<file path="config.mk">
export PLATFORM = sky130hd
export DESIGN_NAME = seg7_scan_controller
export DESIGN_NICKNAME = d
export VERILOG_FILES = /design/src/rtl/seg7_pkg.sv /design/src/rtl/hexto7seg.sv /design/src/rtl/seg7_scan_controller.sv
export SDC_FILE = /design/constraint.sdc
export NUM_CORES = 1
export LEC_CHECK = 0
export ABC_AREA = 1
export BUFFER_PORTS_ARGS = -buffer_cell sky130_fd_sc_hd__buf_2
export CAP_MARGIN = 5
export CORE_MARGIN = 2
export CORE_UTILIZATION = 55
export DETAILED_ROUTE_END_ITERATION = 16
export PLACE_DENSITY = 0.75
export SETUP_SLACK_MARGIN = 0.3
export SKIP_CTS_REPAIR_TIMING = 1
export SYNTH_ARGS = -nofsm -noshare
export SYNTH_HDL_FRONTEND = slang
export SYNTH_SLANG_ARGS = --single-unit
</file>
<file path="constraint.sdc">
create_clock -name i_clock -period 7.8 [get_ports i_clock]
set_input_delay 0 -clock i_clock [delete_from_list [all_inputs] [get_ports i_clock]]
set_output_delay 0 -clock i_clock [all_outputs]
set_load 0.03 [all_outputs]
</file>
<file path="src/rtl/seg7_pkg.sv">
// Shared types and constants for the seven-segment scan controller.
// Segment codes are active-low, bit order g..a.
package seg7_pkg;

    typedef enum logic [0:0] {
        BLANK = 1'b0,
        ON    = 1'b1
    } slot_state_e;

    localparam logic [7:0] SEG_OFF = 8'hFF;

    localparam logic [6:0] SEG_HEX_0 = 7'h40;
    localparam logic [6:0] SEG_HEX_1 = 7'h79;
    localparam logic [6:0] SEG_HEX_2 = 7'h24;
    localparam logic [6:0] SEG_HEX_3 = 7'h30;
    localparam logic [6:0] SEG_HEX_4 = 7'h19;
    localparam logic [6:0] SEG_HEX_5 = 7'h12;
    localparam logic [6:0] SEG_HEX_6 = 7'h02;
    localparam logic [6:0] SEG_HEX_7 = 7'h78;
    localparam logic [6:0] SEG_HEX_8 = 7'h00;
    localparam logic [6:0] SEG_HEX_9 = 7'h10;
    localparam logic [6:0] SEG_HEX_A = 7'h08;
    localparam logic [6:0] SEG_HEX_B = 7'h03;
    localparam logic [6:0] SEG_HEX_C = 7'h46;
    localparam logic [6:0] SEG_HEX_D = 7'h21;
    localparam logic [6:0] SEG_HEX_E = 7'h06;
    localparam logic [6:0] SEG_HEX_F = 7'h0E;
    localparam logic [6:0] SEG7_DARK = 7'h7F;

    // Bit i set when nibbles i..7 are all zero; digit 0 is never a leading zero.
    function automatic logic [7:0] lz_mask(input logic [31:0] v);
        logic [7:0] m;
        logic       all_zero;
        m        = 8'h00;
        all_zero = 1'b1;
        for (int i = 7; i >= 1; i--) begin
            all_zero = all_zero & (v[i*4 +: 4] == 4'h0);
            m[i]     = all_zero;
        end
        return m;
    endfunction

endpackage

</file>
<file path="src/rtl/hexto7seg.sv">
// Combinational hex-nibble to active-low seven-segment (g..a) decoder.
module hexto7seg
    import seg7_pkg::*;
(
    input  logic [3:0] i_nibble,
    output logic [6:0] o_seg
);

    // Nibble lookup into the shared segment table.
    always_comb begin
        o_seg = SEG7_DARK;
        case (i_nibble)
            4'h0:    o_seg = SEG_HEX_0;
            4'h1:    o_seg = SEG_HEX_1;
            4'h2:    o_seg = SEG_HEX_2;
            4'h3:    o_seg = SEG_HEX_3;
            4'h4:    o_seg = SEG_HEX_4;
            4'h5:    o_seg = SEG_HEX_5;
            4'h6:    o_seg = SEG_HEX_6;
            4'h7:    o_seg = SEG_HEX_7;
            4'h8:    o_seg = SEG_HEX_8;
            4'h9:    o_seg = SEG_HEX_9;
            4'hA:    o_seg = SEG_HEX_A;
            4'hB:    o_seg = SEG_HEX_B;
            4'hC:    o_seg = SEG_HEX_C;
            4'hD:    o_seg = SEG_HEX_D;
            4'hE:    o_seg = SEG_HEX_E;
            4'hF:    o_seg = SEG_HEX_F;
            default: o_seg = SEG7_DARK;
        endcase
    end

endmodule

</file>
<file path="src/rtl/seg7_scan_controller.sv">
// 8-digit multiplexed seven-segment driver with blanking between slots
// and frame-aligned value updates through a load/ack handshake.
module seg7_scan_controller
    import seg7_pkg::*;
#(
    parameter int CLK_DIV      = 100_000,
    parameter int BLANK_CYCLES = 16,
    parameter int NDIGITS      = 8
)
(
    input  logic        i_clock,
    input  logic        i_reset,
    input  logic [31:0] i_value,
    input  logic        i_load,
    output logic        o_load_ack,
    input  logic [7:0]  i_dp_mask,
    input  logic [7:0]  i_digit_enable,
    input  logic        i_lz_blank,
    output logic [7:0]  o_digitselect,
    output logic [7:0]  o_segments
);

    localparam int             PW         = $clog2(CLK_DIV + 1);
    localparam logic [PW-1:0]  PRESC_LAST = PW'(CLK_DIV - 1);
    localparam logic [PW-1:0]  BLANK_LEN  = PW'(BLANK_CYCLES);
    localparam logic [2:0]     DIGIT_LAST = 3'(NDIGITS - 1);

    logic [PW-1:0] r_presc;
    logic [2:0]    r_digit;
    slot_state_e   r_state;
    logic [31:0]   r_shown;
    logic [7:0]    r_shown_dp;
    logic [31:0]   r_shadow;
    logic [7:0]    r_shadow_dp;
    logic          r_pending;
    logic          r_load_ack;
    logic [7:0]    r_digitselect;
    logic [7:0]    r_segments;

    logic [PW-1:0] w_presc_next;
    logic [2:0]    w_digit_next;
    slot_state_e   w_state_next;
    logic          w_slot_wrap;
    logic          w_frame_wrap;
    logic          w_apply;
    logic [3:0]    w_nibble;
    logic [6:0]    w_seg7;
    logic [7:0]    w_lz_mask;
    logic          w_drive;
    logic [7:0]    w_sel_next;
    logic [7:0]    w_seg_next;

    assign w_slot_wrap  = (r_presc == PRESC_LAST);
    assign w_frame_wrap = w_slot_wrap && (r_digit == DIGIT_LAST);
    assign w_apply      = w_frame_wrap && (i_load || r_pending);

    // Prescaler and digit index advance.
    always_comb begin
        w_presc_next = r_presc;
        w_digit_next = r_digit;
        if (w_slot_wrap) begin
            w_presc_next = '0;
            w_digit_next = (r_digit == DIGIT_LAST) ? 3'd0 : r_digit + 3'd1;
        end else begin
            w_presc_next = r_presc + {{(PW-1){1'b0}}, 1'b1};
            w_digit_next = r_digit;
        end
    end

    // Slot FSM next state follows the prescaler position it is about to hold,
    // so a wrap always lands in BLANK.
    always_comb begin
        w_state_next = r_state;
        case (r_state)
            BLANK:   w_state_next = (w_presc_next < BLANK_LEN) ? BLANK : ON;
            ON:      w_state_next = (w_presc_next < BLANK_LEN) ? BLANK : ON;
            default: w_state_next = BLANK;
        endcase
    end

    // Scan position and slot state registers.
    always_ff @(posedge i_clock or posedge i_reset) begin
        if (i_reset) begin
            r_presc <= '0;
            r_digit <= 3'd0;
            r_state <= BLANK;
        end else begin
            r_presc <= w_presc_next;
            r_digit <= w_digit_next;
            r_state <= w_state_next;
        end
    end

    // Shadow capture, frame-boundary apply (with same-cycle bypass) and ack.
    always_ff @(posedge i_clock or posedge i_reset) begin
        if (i_reset) begin
            r_shown     <= 32'h0000_0000;
            r_shown_dp  <= 8'h00;
            r_shadow    <= 32'h0000_0000;
            r_shadow_dp <= 8'h00;
            r_pending   <= 1'b0;
            r_load_ack  <= 1'b0;
        end else begin
            r_load_ack <= 1'b0;
            if (w_apply) begin
                if (i_load) begin
                    r_shown    <= i_value;
                    r_shown_dp <= i_dp_mask;
                end else begin
                    r_shown    <= r_shadow;
                    r_shown_dp <= r_shadow_dp;
                end
                r_pending  <= 1'b0;
                r_load_ack <= 1'b1;
            end else if (i_load) begin
                r_shadow    <= i_value;
                r_shadow_dp <= i_dp_mask;
                r_pending   <= 1'b1;
            end else begin
                r_pending <= r_pending;
            end
        end
    end

    assign w_nibble  = r_shown[{r_digit, 2'b00} +: 4];
    assign w_lz_mask = lz_mask(r_shown);
    assign w_drive   = (r_state == ON) && i_digit_enable[r_digit]
                       && !(i_lz_blank && w_lz_mask[r_digit]);

    hexto7seg u_hexto7seg (
        .i_nibble (w_nibble),
        .o_seg    (w_seg7)
    );

    // Output selection for the current scan position.
    always_comb begin
        w_sel_next = SEG_OFF;
        w_seg_next = SEG_OFF;
        if (w_drive) begin
            w_sel_next = ~(8'h01 << r_digit);
            w_seg_next = {~r_shown_dp[r_digit], w_seg7};
        end else begin
            w_sel_next = SEG_OFF;
            w_seg_next = SEG_OFF;
        end
    end

    // Registered pin drivers; reset forces the display dark immediately.
    always_ff @(posedge i_clock or posedge i_reset) begin
        if (i_reset) begin
            r_digitselect <= SEG_OFF;
            r_segments    <= SEG_OFF;
        end else begin
            r_digitselect <= w_sel_next;
            r_segments    <= w_seg_next;
        end
    end

    assign o_digitselect = r_digitselect;
    assign o_segments    = r_segments;
    assign o_load_ack    = r_load_ack;

endmodule

</file>
# Word level (Yosys, flattened, before mapping)
# Memory sizes are Yosys's and may differ from the RTL's.
# Cells that the tools add are included.
# word_totals
n_memories,1
output_inout_bits,17
reg_bits,119
elab_cells,59
rom_bits,112
input_bits,52
# memory_table
memory,words,word_bits,rd,rd_clocked_by_memory_dff,write_ports,line,text
(no name shown),16,7,1,0,0,hexto7seg.sv:12,case (i_nibble)
# op_classes
eq_ne,2
n_shift,2
n_addsub,2
n_bitwise,8
magnitude_cmp,2
n_reduce_logical,15
mux,16
# op_table
cell,n
2-to-1 mux 32 bit,1
variable part select 32 x 6 -> 4 bit,1
zero test 4 bit,7
2-to-1 mux 8 bit,3
adder 17 x 1 -> 17 bit (second input constant),1
equality test 17 bit (second input constant),1
less-than comparator 17 x 5 -> 1 bit (second input constant),1
2-to-1 mux 17 bit,1
binary-select mux 1 bit (select 3 bit),3
NOT 8 bit,1
<< shifter 1 x 3 -> 8 bit (first input constant),1
2-to-1 mux 1 bit,7
bitwise AND 1 bit,6
logical AND 1 bit,5
less-than comparator 3 x 4 -> 1 bit (second input constant),1
adder 3 x 1 -> 3 bit (second input constant),1
equality test 3 bit (second input constant),1
2-to-1 mux 3 bit,1
nonzero test 2 bit,1
zero test 1 bit,1
logical OR 1 bit,1
NOT 1 bit,1

# Logic depth before layout (Yosys ltp)
# Gate-level depths: netlist of the first run.
# logic_depth
depth_word,13
mapped_depth,13
mapped_depth_nobuf,12

# Cells and area by module
# Synthesis of the first run repeated with hierarchy kept, for this count alone.
# unflattened
cells_unflattened,832
area_unflattened_um2,6407.4
# by_module_without_submodules
mod,area_per_inst_um2,cells_each,seq_area_each_um2,instances
seg7_scan_controller,6133.4,783,2997.9,1
hexto7seg,274.0,49,0.0,1

# Least setup slack after synthesis of the first run
# No wires, ideal clock.
# synth_path
path_type,register to register
start,register r_digit[0]
end,register r_segments[0] (netlist: o_segments[0])
synth_period_minus_slack_ns,1.914
path_slack_ns,5.886
path_buffers,2
t_arrival_ns,1.828
setup_time_ns,0.086
required_ns,7.714
stages_incl_launch_ff,12
path_cell_list,dfrtp_1 buf_4 buf_2 o211ai_1 nand2_1 o21ai_1 inv_1 ha_1 inv_1 nand2_1 nand3_1 nand3_1
# synth_via
elab_chain_len,6
elab_cells_between_ends,11
classes_between,shift: 1; mux: 5; reduce/logical: 4; memory: 1
# synth_rtl
item,line,text
from (decl),seg7_scan_controller.sv:29,logic [2:0] r_digit;
from (signal assigned),seg7_scan_controller.sv:89,r_digit <= w_digit_next;
branches (longest 5 deep; another with memory read (16 x 7 bit)),--,
2-to-1 mux 8 bit *,seg7_scan_controller.sv:139,if (w_drive) begin
named net w_seg_next[0],seg7_scan_controller.sv:51,logic [7:0] w_seg_next;
to (signal assigned),seg7_scan_controller.sv:155,r_segments <= w_seg_next;
to (decl),seg7_scan_controller.sv:38,logic [7:0] r_segments;
# Mark *: on every way through the listed nets, which the timed path passes. The select of a mux whose other input is x is not followed.
# A chain may end at the register's enable or synchronous reset.

# Worst setup path in the final report of the first run
# layout_path
start,register r_digit[1]
end,register r_shown[28]
# layout_via
elab_chain_len,3
# layout_rtl
item,line,text
equality test 3 bit,seg7_scan_controller.sv:54,assign w_frame_wrap = w_slot_wrap && (r_digit == DIGIT_LAST);
logical AND 1 bit,seg7_scan_controller.sv:54,
logical AND 1 bit,seg7_scan_controller.sv:55,assign w_apply = w_frame_wrap && (i_load || r_pending);
to (signal assigned),seg7_scan_controller.sv:107,r_shown <= i_value;
to (signal assigned),seg7_scan_controller.sv:110,r_shown <= r_shadow;
to (decl),seg7_scan_controller.sv:31,logic [31:0] r_shown;
# Every way passes these cells.

==> metrics.csv, run 1 <==
stage,metric,value,unit
yosys,synth_compound_area_share,11.43,%
grt,antenna_found_initial,0,
drt,vias,5606,
die,start_util,56.62,%
cells_and_area,drive_gt1_share,13.84,%
clock_network,htree_levels,4,
placed_design,place.port_buffers,68,
yosys,synthAdderAreaFrac,2.639,%
run_status,status,"complete, no violations",
yosys,synth_area,0.006165,mm2
power_and_ir_drop,p_clk_share,49.3,%
grt,grt-ovfl-total,0,
yosys,yosys.area_share.simple,27.36,%
yosys,yosysWarnings,0,
yosys,synthCells,825,
sta,max_freq,0.2785,GHz
power_and_ir_drop,cellInternalPower,1156,uW
grt,grt_max_degree,107,
yosys,synth-edff-count,0,
drt,wl,14120,um
grt,track_usage,24.82,%
grt,top_usage_layer,met2,
clock_network,path_clk_slew,60,ps
drt,vias_per_cell,5.229,
cells_and_area,layout.cells.non_filler,1072,
power_and_ir_drop,p_comb_share,7.1,%
yosys,ys_ff_latch,119,
power_and_ir_drop,leakage,0.003969,uW
placed_design,dp.cells,999,
cells_and_area,n_fill_cell,861,
yosys,synthMuxAreaShare,0,%
cells_and_area,layout_common_cells,"nand2_1, dfrtp_1, inv_1",
placed_design,post-dp-hpwl,9225,um
sta,finalCriticalPeriod,3591,ps
sta,max_slew.worst_pin.slew,1096,ps
critical_path,cp_data_required_time,8200,ps
die,io-pin-count,69,
clock_network,clockBufferDepth,2,
sta,slew_headroom,26.96,%
critical_path,endpoint_kind,flop,
drt,drc,0,
power_and_ir_drop,swShare,21.94,%
yosys,synth_cell_types,31,
flow_run,cap_violations,0,
cells_and_area,register_area,0.002998,mm2
yosys,synth_xor_area_share,0.1421,%
yosys,synth.area.top_cells,"dfrtp_1, nand2_1, dfstp_2",
yosys,ys_seq_area_share,48.63,%
clock_network,numCtsBuffers,17,
critical_path,critPathLaunch,r_digit[1]$_DFFE_PP0N_,
power_and_ir_drop,pwr-share-seq,43.6,%
clock_network,clock_latency,500,ps
sta,rsz0062_at_grt,false,
clock_network,cts_tree,yes,
power_and_ir_drop,p_sw,324.8,uW
placed_design,place_ws,4276,ps
die,num_rows,38,
clock_network,cts.sinks,119,
sta,hold_viol,0,
critical_path,critPathArrivalTime,3990,ps
sta,setup_viol,0,
grt,met1_usage,33.66,%
yosys,synth-main-ff-cell,dfrtp_1,
power_and_ir_drop,ir_drop,150.5,uV
yosys,syn_area_per_cell,7.472,um2
cells_and_area,syn_to_final_growth,21.13,%
sta,worst_slack,4209,ps
yosys,synth_top_family_by_area,simple AND/OR/NAND/NOR gates,
sta,fin_skew,5.742,ps
min_path,hold_class,input port to asynchronous set/reset pin,
yosys,syn_nets,890,
critical_path,startpoint_type,flop,
sta,setup_tns,0,ps
critical_path,r2r-start,r_digit[1]$_DFFE_PP0N_,
yosys,synth-async-reset-ratio,100.0,%
sta,slew_viol_final,0,
sta,fin_crit_sh,46.04,%
grt,met2_usage,39.70,%
die,core_area,0.01089,mm2
grt,use_met3,5.157,%
grt,grt_pass1_wl,23340,um
cells_and_area,num_antenna_cells,0,
placed_design,place_area,0.006497,mm2
die,die_y,109.9,um
drt,first_pass_iters,8,
cells_and_area,multi_input_area,0.002562,mm2
grt,grt_pass1_vias,5144,
yosys,yosysTopAreaCell,dfrtp_1,
cells_and_area,layout.nets,984,
placed_design,gp_congestion,0.9407,
power_and_ir_drop,powerDensity,198.3,mW/mm2
cells_and_area,final_common_cell,nand2_1,
yosys,synth_top_area_share,41.81,%
critical_path,crit_fanout,106,
die,die_w,109.9,um
drt,avgRoutedWirePerCell,13.17,um
cells_and_area,fin_area,0.007467,mm2
drt,postRouteAntennaNets,0,
clock_network,cts_root_buffer,clkbuf_8,
critical_path,crit_type,flop to flop,
die,dieArea,0.01207,mm2
drt,dr.first_iter.drc_count,493,
## power by group through the flow
stage	Sequential, uW	Clock (uW)	Combinational (uW)
global placement	655	0	86.0
floorplan	659	0	54.8
CTS	646	738	89.9
finish	646	729	105
detailed placement	656	0	89.0
global route	647	768	122
## flip-flops by register name, summed over array words and instances (netlist names)
signal,cells
o_digitselect,8
o_load_ack,1
o_segments,8
r_digit,3
r_pending,1
r_presc,17
r_shadow,32
r_shadow_dp,8
r_shown,32
r_shown_dp,8
r_state,1
## cells in the mapped netlist, types with 2 or more instances
cell type and count:
inv_2 7, nand2_1 286, ha_1 13, dfstp_2 16, nor2_1 59, nand2_2 2
a21oi_1 7, buf_4 2, buf_6 6, nand3_1 52, nor3_1 2, inv_1 97
o21ai_1 57, o21bai_1 2, o21ai_0 61, nand4_1 7, clkbuf_1 16, dfrtp_1 103
o211ai_1 6, buf_2 13
## final timing paths
check,endpoint,slack [ps],cells past startpoint
max in group asynchronous,r_shown[15]$_DFFE_PP0P_,6330,4
hold / removal,r_shadow[11]$_DFFE_PP0N_,50,3
setup / recovery,r_shown[28]$_DFFE_PP0P_,4210,6
setup reg to reg,r_shown[28]$_DFFE_PP0P_,4210,6
min in group i_clock,o_segments[1]$_DFF_PP1_,110,9
hold reg to reg,r_presc[0]$_DFF_PP0_,470,1
## area by class of cell
cell class                 count  share of cell area [%]
timing repair buffer         112                   10.36
multi-input combinational    564                   34.32
clock inverter                 3                  0.5362
tap                          140                   2.346
clock buffer                  29                   6.954
sequential                   119                   40.15
inverter                     105                   5.345
## kinds of logic (layout without fill, tap and decap cells)
group | after synthesis | count (layout)
buffers and inverters | 142 | 249
AND/OR/NAND/NOR | 415 | 415
flip-flops | 119 | 119
AO/OA/AOI/OAI | 135 | 135
XOR/XNOR | 1 | 1
adder cells (fa/ha/maj) | 13 | 13
## metrics by stage
step	hold WS, ps	utilization, %	power, uW
after global routing	93.39	68.58	1538
after detailed placement	49.32	59.68	745.1
after global placement	43.83	59.68	741.4
after CTS	-485.1	64.81	1474
final	53.92	68.58	1481
after floorplan	244.6	-	714.3
## metal layers
metal	vias to the layer above	routed length, um
li1	2778	-
met1	2608	6463
met2	196	6549
met3	24	883
met4	0	222
met5	-	0
## critical path, cell delays in order (launching register included)
cell and delay (ps):
dfrtp_1 710, ha_1 310, ha_1 270, nand3_4 840, inv_2 1050, nand2_1 150
o21ai_0 130
Power figures use the tool's default switching activity.
==> run 2: changes to the inputs <==
--- a/config.mk
+++ b/config.mk
@@ -5,11 +5,11 @@
 export SDC_FILE = /design/constraint.sdc
 export NUM_CORES = 1
 export LEC_CHECK = 0
-export ABC_AREA = 1
+export ABC_AREA = 0
 export BUFFER_PORTS_ARGS = -buffer_cell sky130_fd_sc_hd__buf_2
 export CAP_MARGIN = 5
 export CORE_MARGIN = 2
-export CORE_UTILIZATION = 55
+export CORE_UTILIZATION = 53
 export DETAILED_ROUTE_END_ITERATION = 16
 export PLACE_DENSITY = 0.75
 export SETUP_SLACK_MARGIN = 0.3
==> constraint.sdc (replaced) <==
create_clock -name i_clock -period 3 [get_ports i_clock]
set_input_delay 0 -clock i_clock [delete_from_list [all_inputs] [get_ports i_clock]]
set_output_delay 0 -clock i_clock [all_outputs]
set_load 0.03 [all_outputs]
==> run 2 against run 1 <==
  * Count of clock-buffer cells in the layout decreased by 10
  * Final cell count decreased by 28%
  * Sequential power increased to 2.6 times the previous value
  * Routed wire length decreased by 3.4%
  * Clock skew increased by 5.7 ps
  * Combinational power increased to 3.1 times the previous value
  * Critical endpoint is now r_shadow[18]$_DFFE_PP0N_
==> metrics.csv, run 2 <==
stage,metric,value,unit,change
run_status,status,"complete, no violations",,
cells_and_area,layout_common_cells,"dfrtp_1, buf_2, nand2_1",,
critical_path,startpoint_type,flop,,
yosys,synth_area,0.005976,mm2,-3.1%
cells_and_area,layout.nets,689,,-30%
placed_design,place.port_buffers,68,,unchanged
clock_network,cts_root_buffer,clkbuf_16,,
sta,rsz0062_at_grt,true,,
yosys,synth-async-reset-ratio,100.0,%,unchanged
drt,wl,13640,um,-3.4%
die,dieArea,0.01214,mm2,+0.57%
power_and_ir_drop,ir_drop,357.9,uV,+140%
yosys,ys_seq_area_share,50.17,%,+1.5 points
drt,avgRoutedWirePerCell,17.55,um,+33%
grt,grt_max_degree,82,,-23%
drt,drc,0,,unchanged
clock_network,clockBufferDepth,2,,unchanged
power_and_ir_drop,leakage,0.003535,uW,-11%
sta,hold_viol,0,,unchanged
clock_network,path_clk_slew,60,ps,about the same
clock_network,clock_latency,410,ps,-90 ps
die,num_rows,38,,unchanged
cells_and_area,final_common_cell,dfrtp_1,,
grt,grt-ovfl-total,0,,unchanged
critical_path,crit_fanout,10,,-91%
clock_network,htree_levels,4,,unchanged
yosys,synthCells,506,,-39%
yosys,yosys.area_share.simple,11.39,%,-16 points
grt,grt_pass1_wl,21110,um,-9.5%
yosys,synthMostInstantiatedCell,dfrtp_1,,
die,die_w,110.2,um,+0.29%
sta,fin_crit_sh,89.90,%,+44 points
power_and_ir_drop,cellInternalPower,3279,uW,+180%
power_and_ir_drop,p_sw,932.9,uW,+190%
yosys,ys_ff_latch,119,,unchanged
drt,postRouteAntennaNets,0,,unchanged
yosys,synth_cell_types,48,,+55%
die,core_area,0.01094,mm2,+0.44%
yosys,yosysWarnings,0,,unchanged
clock_network,cts_tree,yes,,
power_and_ir_drop,powerDensity,557.1,mW/mm2,+180%
clock_network,cts.sinks,119,,unchanged
drt,vias_per_cell,5.690,,+8.8%
sta,holdWs,156.1,ps,+102.2 ps
cells_and_area,utilization,69.14,%,+0.56 points
critical_path,cp_data_required_time,3290,ps,-4910 ps
grt,grt_pass1_vias,4377,,-15%
die,start_util,54.65,%,-2.0 points
sta,max_slew.worst_pin.slew,989.6,ps,-106.1 ps
yosys,synth-edff-count,0,,unchanged
yosys,synth.area.top_cells,"dfrtp_1, mux2_4, mux2i_1",,
grt,track_usage,22.74,%,-2.1 points
power_and_ir_drop,swShare,22.15,%,+0.21 points
cells_and_area,drive_gt1_share,30.93,%,+17 points
power_and_ir_drop,p_clk_share,51.7,%,+2.4 points
critical_path,critPathArrivalTime,2990,ps,-1000 ps
die,die_y,110.2,um,+0.29%
sta,finalCriticalPeriod,2697,ps,-893.8 ps
min_path,hold_class,input port to flop,,
sta,slew_headroom,33.89,%,+6.9 points
placed_design,place_ws,50.30,ps,-4226 ps
grt,antenna_found_initial,0,,unchanged
yosys,synthMuxAreaShare,22.57,%,+23 points
sta,fin_skew,11.44,ps,+5.698 ps
yosys,synth_top_area_share,43.13,%,+1.3 points
yosys,synth_xor_area_share,2.785,%,+2.6 points
cells_and_area,syn_to_final_growth,26.53,%,
yosys,synthAdderAreaFrac,2.722,%,+0.083 points
sta,slew_viol_final,0,,unchanged
yosys,synth_top_family_by_area,multiplexers,,
clock_network,numCtsBuffers,17,,unchanged
die,io-pin-count,69,,unchanged
power_and_ir_drop,p_comb_share,7.8,%,+0.7 points
cells_and_area,num_antenna_cells,0,,unchanged
critical_path,crit_type,flop to flop,,
yosys,synthTopCellsByCount,"dfrtp_1, nand2_1, mux2i_1",,
critical_path,endpoint_kind,flop,,
yosys,syn_area_per_cell,11.81,um2,+58%
yosys,syn_nets,571,,-36%
placed_design,gp_congestion,0.9323,,-0.89%
cells_and_area,reg_top3,"r_shadow: 32 flops, r_shown: 32 flops, r_presc: 17 flops",,
sta,max_freq,0.3708,GHz,+33%
drt,vias,4421,,-21%
placed_design,post-dp-hpwl,8589,um,-6.9%
critical_path,slowest_stage,or4_4,,
yosys,synth-main-ff-cell,dfrtp_1,,
cells_and_area,n_fill_cell,784,,-8.9%
power_and_ir_drop,pwr-share-seq,40.5,%,-3.1 points
sta,setup_viol,0,,unchanged
drt,first_pass_iters,4,,-4
flow_run,cap_violations,0,,unchanged
yosys,synth_compound_area_share,6.658,%,-4.8 points
drt,dr.first_iter.drc_count,258,,-48%
sta,setup_tns,0,ps,unchanged
sta,worst_slack,302.9,ps,-3906 ps
yosys,yosysTopAreaCell,dfrtp_1,,
critical_path,slowest_delay,570,ps,-480 ps
critical_path,path_cells,or4b_4 -> or4_4 -> or3b_4 -> and2_4 -> mux2_4,,
[run 2: path summary, 6_finish.rpt]
kind | start | end | slack (ps) | depth (start not counted)
max reg2reg | r_presc[13]$_DFF_PP0_ | r_shadow[18]$_DFFE_PP0N_ | 300 | 5
max | r_presc[13]$_DFF_PP0_ | r_shadow[18]$_DFFE_PP0N_ | 300 | 5
min | i_load | r_shown[9]$_DFFE_PP0P_ | 160 | 3
min reg2reg | r_shown_dp[3]$_DFFE_PP0P_ | r_shown_dp[3]$_DFFE_PP0P_ | 480 | 2
max in group asynchronous | i_reset | r_shadow[19]$_DFFE_PP0N_ | 1630 | 4
min in group asynchronous | i_reset | r_shown_dp[0]$_DFFE_PP0P_ | 350 | 3
[run 2: stage by stage]
step | power [uW] | cells | area [um2]
3_3_place_gp | 1999 | 698 | 6446
6_report | 4212 | 777 | 7561
4_1_cts | 4184 | 730 | 7082
2_1_floorplan | 1926 | 506 | 5986
5_1_grt | 4357 | 777 | 7561
3_5_place_dp | 2012 | 698 | 6446
[run 2: power groups by stage]
stage               Combinational (uW)  Clock, uW  Sequential, uW
detailed placement                 282          0            1730
CTS                                283       2200            1710
finish                             328       2180            1710
global placement                   271          0            1730
floorplan                          192          0            1730
global route                       357       2290            1710
[run 2: area by class of cell]
class	instances	area [um2]	area share, %
clock buffers	19	442.9	5.858
clock inverters	13	192.7	2.548
inverters	14	56.30	0.7447
multi-input cells	345	2801	37.05
flip-flops and latches	119	2999	39.67
well taps	140	175.2	2.317
repair buffers	127	893.4	11.82
[run 2: worst max-delay path: cells and delay by family, from the launching register on]
kind          cells  cell delay [ps]
simple gates      4             1860
mux               1              320
flops             1              410
[run 2: kinds of logic (layout without fill, tap and decap cells)]
kind of cell / after synthesis / count (layout)
adders and majority gates: 13 / 13
DFF: 119 / 119
AOI/OAI and AO/OA: 70 / 70
buffers and inverters: 46 / 173
muxes: 102 / 102
xor gates and xnor gates: 19 / 19
and+or+nand+nor: 137 / 141
[run 2: per-layer routing]
layer  routed length, um  global-route usage (%)  part of all wire (%)  vias up
met2                6819                   38.17                    50      167
met4                 267                   8.125                   2.0        0
met5                   0                       0                     0        -
met3                 651                   5.115                   4.8       28
li1                    -                       -                     -     2044
met1                5902                   29.05                    43     2182
